--- config.mk ---
export PLATFORM = sky130hd
export DESIGN_NAME = jtframe_cenmulti
export DESIGN_NICKNAME = d
export VERILOG_FILES = /design/src/rtl/jtframe_cenmulti.sv
export SDC_FILE = /design/constraint.sdc
export NUM_CORES = 1
export LEC_CHECK = 0
export BUFFER_PORTS_ARGS = -buffer_cell sky130_fd_sc_hd__buf_4
export CAP_MARGIN = 5
export CORE_MARGIN = 4
export CORE_UTILIZATION = 45
export DETAILED_ROUTE_END_ITERATION = 6
export PLACE_DENSITY = 0.63
export REMOVE_ABC_BUFFERS = 1
export SYNTH_ARGS = -nofsm -noshare
export SYNTH_HDL_FRONTEND = slang
export SYNTH_SLANG_ARGS = --single-unit
export TNS_END_PERCENT = 50
--- constraint.sdc ---
create_clock -name clk -period 8.4 [get_ports clk]
set_input_delay 0 -clock clk [delete_from_list [all_inputs] [get_ports clk]]
set_output_delay 0 -clock clk [all_outputs]
set_load 0.03 [all_outputs]
--- src/rtl/jtframe_cenmulti.sv ---
// Multi-channel fractional clock-enable generator: channel k pulses num[k]/den[k] of the clk rate.
// Define JTFRAME_CEN_RECOVER_EN to replay pulses lost under stall from a saturating per-channel counter.
module jtframe_cenmulti #(
    parameter int CH = 4,
    parameter int W  = 10,
    parameter int RW = 4
)(
    input  logic              clk,
    input  logic              rst,
    input  logic [CH*W-1:0]   num,
    input  logic [CH*W-1:0]   den,
    input  logic              sync,
    input  logic [CH-1:0]     stall,
    output logic [CH-1:0]     cen,
    output logic [CH-1:0]     miss
);

    genvar gi;
    generate
        for (gi = 0; gi < CH; gi++) begin : g_ch
            logic [W-1:0] w_num;
            logic [W-1:0] w_den;
            logic [W:0]   w_sum;
            logic [W:0]   w_acc_next;
            logic         w_en;
            logic         w_full;
            logic         w_nat;
            logic [W:0]   r_acc;
            logic         r_cen;
            logic         r_miss;

            assign w_num  = num[gi*W +: W];
            assign w_den  = den[gi*W +: W];
            assign w_sum  = r_acc + {1'b0, w_num};
            assign w_en   = (w_den != '0);
            assign w_full = w_en && (w_num >= w_den);
            assign w_nat  = w_en && (w_sum >= {1'b0, w_den});

            // A ratio of one or more pulses every cycle; pinning acc at 0 keeps it from growing.
            always_comb begin
                w_acc_next = w_sum;
                if (!w_en || w_full)
                    w_acc_next = '0;
                else if (w_nat)
                    w_acc_next = w_sum - {1'b0, w_den};
            end

`ifdef JTFRAME_CEN_RECOVER_EN
            logic [RW-1:0] r_pend;
            logic          w_pend_sat;
            logic          w_pend_nz;

            assign w_pend_sat = &r_pend;
            assign w_pend_nz  = |r_pend;

            always_ff @(posedge clk) begin
                if (rst) begin
                    r_acc  <= '0;
                    r_cen  <= 1'b0;
                    r_miss <= 1'b0;
                    r_pend <= '0;
                end else if (sync || !w_en) begin
                    r_acc  <= '0;
                    r_cen  <= 1'b0;
                    r_miss <= 1'b0;
                end else begin
                    r_acc <= w_acc_next;
                    if (stall[gi]) begin
                        r_cen  <= 1'b0;
                        r_miss <= w_nat && w_pend_sat;
                        if (w_nat && !w_pend_sat)
                            r_pend <= r_pend + 1'b1;
                    end else begin
                        // Replays only fill cycles without a natural pulse, so none is merged away.
                        r_cen  <= w_nat || w_pend_nz;
                        r_miss <= 1'b0;
                        if (w_pend_nz && !w_nat)
                            r_pend <= r_pend - 1'b1;
                    end
                end
            end
`else
            always_ff @(posedge clk) begin
                if (rst) begin
                    r_acc  <= '0;
                    r_cen  <= 1'b0;
                    r_miss <= 1'b0;
                end else if (sync || !w_en) begin
                    r_acc  <= '0;
                    r_cen  <= 1'b0;
                    r_miss <= 1'b0;
                end else begin
                    r_acc <= w_acc_next;
                    if (stall[gi]) begin
                        r_cen  <= 1'b0;
                        r_miss <= w_nat;
                    end else begin
                        r_cen  <= w_nat;
                        r_miss <= 1'b0;
                    end
                end
            end
`endif

            assign cen[gi]  = r_cen;
            assign miss[gi] = r_miss;
        end
    endgenerate

endmodule

Yosys cells after proc, flatten, opt, wreduce, memory -nomap -nowiden
Index checks and enable logic that the tools add are counted.

storage, ports and cells
  RAM bits = 0
  bits of input ports = 87
  word-level logic and storage cells = 72
  output and inout bits = 8
  bits in latches = 0
  bits in read-only memories = 0
  memories = 0
  bits in registers = 52

operators by class
  mux-type cells = 4
  divide/modulo/power cells = 0
  multipliers = 0
  reductions and logical operators = 36
  shifts and indexed selects = 0
  magnitude comparators = 8
  bitwise logic cells = 4
  add/subtract/negate cells = 8
  eq/ne operators = 0

operators by type and width
  operator            count
  $add 11x10->11      4
  $ge 11x10->1        4
  $mux 11             4
  $sub 11x10->11      4
  $ge 10x10->1        4
  $reduce_bool 10->1  4
  $reduce_or 3->1     12
  $logic_and 1x1->1   8
  $logic_or 1x1->1    8
  $logic_not 1->1     4
  $not 1->1           4

Logic depth before layout (Yosys ltp)
  depth after elaboration = 4
  depth in mapped cells = 17
  gate-level depth less buffers = 16

Worst setup path before layout
OpenSTA, ideal clock, no wires.

  path type = register to register
  start = register g_ch[1].r_acc[0]
  end = register g_ch[1].r_acc[2]
  clock period less this slack = 3.352 ns
  cell stages (with the launch flop) = 18
  slack = 5.048 ns
  required time = 8.264 ns
  data arrival time = 3.216 ns
  library setup time = 0.136 ns
  path buffers = 1
  path through = dfxtp_1 > ha_1 > inv_1 > fa_1 > nor2b_2 > o31a_2 > o21ai_0 > a21oi_1 > xor2_1 > ha_1 > a21o_1 > a21oi_1 > a21boi_0 > a22oi_1 > or3_1 > buf_6 > a21oi_2 > a211oi_1

on the way
  word-level cells in the longest chain between the ends = 4
  elaborated cells between the ends (all ways) = 5
  those cells by class = 2 x add/sub; 1 x order compare; 1 x mux; 1 x reduce/logical

RTL lines
  what                    line  RTL
  from (decl)             28    logic [W:0] r_acc;
  from (signal assigned)  93    r_acc <= w_acc_next;
  $add 11x10->11 (*)      34    assign w_sum = r_acc + {1'b0, w_num};
  $ge 11x10->1            37    assign w_nat = w_en && (w_sum >= {1'b0, w_den});
  $logic_and 1x1->1       37
  $mux 11 (*)             44    else if (w_nat)

Every way passes the cells marked *; elsewhere a longest branch is shown, timed or not.
A chain may end at the register's enable or synchronous reset.

Worst setup path in the final report
  start = register g_ch[2].r_acc[0]
  end = register g_ch[2].r_acc[3]

on the way
  word-level cells in the longest chain between the ends = 4
  elaborated cells between the ends (all ways) = 5
  those cells by class = 2 x add/sub; 1 x order compare; 1 x mux; 1 x reduce/logical

RTL lines
  what                    line
  from (decl)             28
  from (signal assigned)  93
  $add 11x10->11 (*)      34
  $ge 11x10->1            37
  $logic_and 1x1->1       37
  $mux 11 (*)             44

Marks and branches as above.

==> impl_metrics.env <==
export IMPL_cell_internal_pwr_uw=1151
export IMPL_synthToLayoutAreaGrowth_pct=14.40
export IMPL_cts_sinks=52
export IMPL_p_comb_frac=0.753
export IMPL_setup_viol=0
export IMPL_slew_viol_final=0
export IMPL_clock_root_buffer="clkbuf_16"
export IMPL_post_route_util=0.5301
export IMPL_reg2reg_from="g_ch[2].r_acc[0]"
export IMPL_cts_tree="yes"
export IMPL_worstSetupEndpointType="flop"
export IMPL_drt_iter0_markers=343
export IMPL_sequentialPowerShare=0.149
export IMPL_grt_pass1_vias=5654
export IMPL_p_leak_uw=0.003670
export IMPL_synthArstFlopShare=0
export IMPL_cp_max_fo=12
export IMPL_startpoint="g_ch[2].r_acc[0]"
export IMPL_fin_setup_tns_ns=0
export IMPL_netlist_area_um2=6785
export IMPL_finalWeightedCongestion=0.8352
export IMPL_vias_per_cell=5.611
export IMPL_p_per_area_nw_per_um2=287.0
export IMPL_hold_viol_final=0
export IMPL_hold_end="g_ch[1].r_acc[0]"
export IMPL_worstHoldPathType="primary input to flop"
export IMPL_num_vias=6217
export IMPL_power_frac_clock=0.098
export IMPL_yosysTopAreaCellShare=0.2213
export IMPL_r2r_end="g_ch[2].r_acc[3]"
export IMPL_ys_warn_count=0
export IMPL_core_um2=14640
export IMPL_syn_area_per_cell_um2=8.049
export IMPL_htreeDepth=2
export IMPL_post_route_drc_count=0
export IMPL_cts_setup_buffers=0
export IMPL_r2r_slack_ns=4.53
export IMPL_clk_pin_slew_worst_paths_ns=0.07
export IMPL_clock_path_buffers=2
export IMPL_wl_per_cell_um=15.43
export IMPL_antenna_left=0
export IMPL_diodes=0
export IMPL_nNetsFinal=1139
export IMPL_ctsResizeCount=0
export IMPL_die_w_um=130.8
export IMPL_outcome="finished clean"
export IMPL_finalCriticalPeriod_ns=3.865
export IMPL_required_ns=8.57
export IMPL_fill_cells=1472
export IMPL_cts_made_buffers=5
export IMPL_arrival_ns=4.03
export IMPL_drive_gt1_frac=0.1494
export IMPL_p_switching_uw=1077
export IMPL_ys_types=82
export IMPL_postRouteWirelength_um=17100
export IMPL_synth_yosys_seq_area_share=0.1534
export IMPL_layout_commonest_cell="ha_1"
export IMPL_grt_pass1_wl_um=27460
export IMPL_ys_flop_type="dfxtp_1"
export IMPL_fin_area_um2=7762
export IMPL_yosysTopAreaCell="ha_1"
export IMPL_netlist_instances=843
export IMPL_grt_max_degree=15
export IMPL_worst_r2r_path_depth=15
export IMPL_top_level_ports=95
export IMPL_holdCritStartpoint="den[10]"
export IMPL_final_cell_mix="ha_1 (120), buf_4 (94), a21oi_1 (78)"
export IMPL_placed_area_um2=7570
export IMPL_rsz0062_at_grt="no"
export IMPL_drt_first_pass_iters=4
export IMPL_hpwl_um=14670
export IMPL_holdPathStages=3
export IMPL_clkLatencyLatePin_ns=0.30
export IMPL_p_sw_frac=0.4833
export IMPL_antenna_found_initial=0
export IMPL_cp_start_kind="flop"
export IMPL_peakVddDrop_mv=0.1419
export IMPL_std_cell_rows=44
export IMPL_port_buffers=94
export IMPL_yosys_top_cells_area="ha_1 (22%), dfxtp_1 (15%), a21oi_1 (5.8%)"
export IMPL_dieHeight_um=130.8
export IMPL_grt_usage=0.1980
export IMPL_maxCapViolCount=0
export IMPL_start_util=0.4633
export IMPL_overflow=0
export IMPL_tightestPinTransition_ns=0.8942
export IMPL_yosys_register_bits=52
export IMPL_max_freq_mhz=258.7
export IMPL_crit_type="flop to flop"
export IMPL_finClkSkew_ns=0.005625
export IMPL_synth_edf_count=0
export IMPL_dieArea_um2=17110
export IMPL_timing_final_crit_share=0.4601
export IMPL_hold_slack_ns=0.08455
export IMPL_maxSlewHeadroom=0.4039
-- critical path, cell delays in order, from the launching register on --
cell and delay [ns]:
dfxtp_1 0.31, ha_1 0.19, inv_1 0.07, fa_1 0.41
nor2b_1 0.17, o31a_1 0.19, o21ai_0 0.12, a21oi_1 0.20
xor2_1 0.24, ha_1 0.33, a211oi_1 0.31, o21ai_0 0.14
o221ai_1 0.34, o2111ai_2 0.37, nand2_1 0.26, o31ai_1 0.10
-- power groups by stage --
| stage | clock [uW] | sequential [uW] | combinational (uW) |
|---|---|---|---|
| floorplan | 0 | 344 | 1300 |
| global placement | 0 | 338 | 1660 |
| detailed placement | 0 | 338 | 1650 |
| finish | 219 | 332 | 1680 |
| global route | 232 | 339 | 1880 |
| CTS | 224 | 333 | 1670 |
-- flip-flops by register name, summed over array words and instances (netlist names) --
register and count:
g_ch.r_acc 44, g_ch.r_cen 4, g_ch.r_miss 4
-- Yosys cell counts (9+ instances only) --
library cell / instances
dfxtp_1: 52
a21oi_1: 78
clkbuf_1: 11
nand2_1: 39
nand4_1: 13
xnor2_1: 39
o21ai_1: 9
and3_1: 9
o21ai_0: 53
a21o_1: 23
ha_1: 120
nand3_1: 25
nand2b_1: 12
inv_1: 76
nor2b_1: 18
nor2_1: 44
nor3_1: 17
a211oi_1: 15
o21a_1: 19
xor2_1: 12
-- cell type report --
| cell class | instances | area [um2] | share of cell area |
|---|---|---|---|
| Tap cell | 184 | 230.2 | 0.02966 |
| Inverter | 76 | 285.3 | 0.03675 |
| Timing Repair Buffer | 98 | 745.7 | 0.09607 |
| Multi-Input combinational cell | 691 | 5308 | 0.6838 |
| Clock buffer | 7 | 152.6 | 0.01966 |
| Sequential cell | 52 | 1041 | 0.1341 |
-- layer usage --
metal / part of all wire / wire length, um / GRT usage / vias up
li1: - / - / - / 3287
met1: 0.53 / 9025 / 0.2979 / 2791
met5: 0 / 0 / 0 / -
met3: 0.036 / 613 / 0.01992 / 13
met2: 0.42 / 7244 / 0.3059 / 126
met4: 0.013 / 214 / 0.04235 / 0
-- metrics by stage --
stage,power (uW),setup WS [ns],std cells
3_3_place_gp,1995,4.674,1097
5_1_grt,2448,4.183,1108
6_report,2228,4.535,1108
2_1_floorplan,1647,5.004,819
3_5_place_dp,1993,4.598,1097
4_1_cts,2223,4.574,1108
-- cells by family after synthesis --
logic type | count (synthesis) | synth area share
adders and majority gates | 128 | 0.2449
and+or+nand+nor | 223 | 0.1778
buffers and inverters | 100 | 0.06435
DFF | 52 | 0.1534
AOI/OAI and AO/OA | 283 | 0.2834
xor gates and xnor gates | 51 | 0.06583
muxes | 6 | 0.01033
-- what timing repair did --
action,in CTS,in global routing
hold buffers,4,0
endpoints found under the hold margin,7,0
endpoints found under the setup margin,0,0
-- worst max-delay path by stage --
stage	cells after the start	endpoint	slack (ns)
after global routing	15	g_ch[2].r_acc[3]	4.18
after floorplan	16	g_ch[1].r_acc[2]	5.00
after global placement	15	g_ch[3].r_acc[9]	4.67
after detailed placement	15	g_ch[2].r_acc[9]	4.60
final	15	g_ch[2].r_acc[3]	4.53
after CTS	15	g_ch[2].r_acc[3]	4.57
Note: power is estimated with default switching activity, not from simulation.
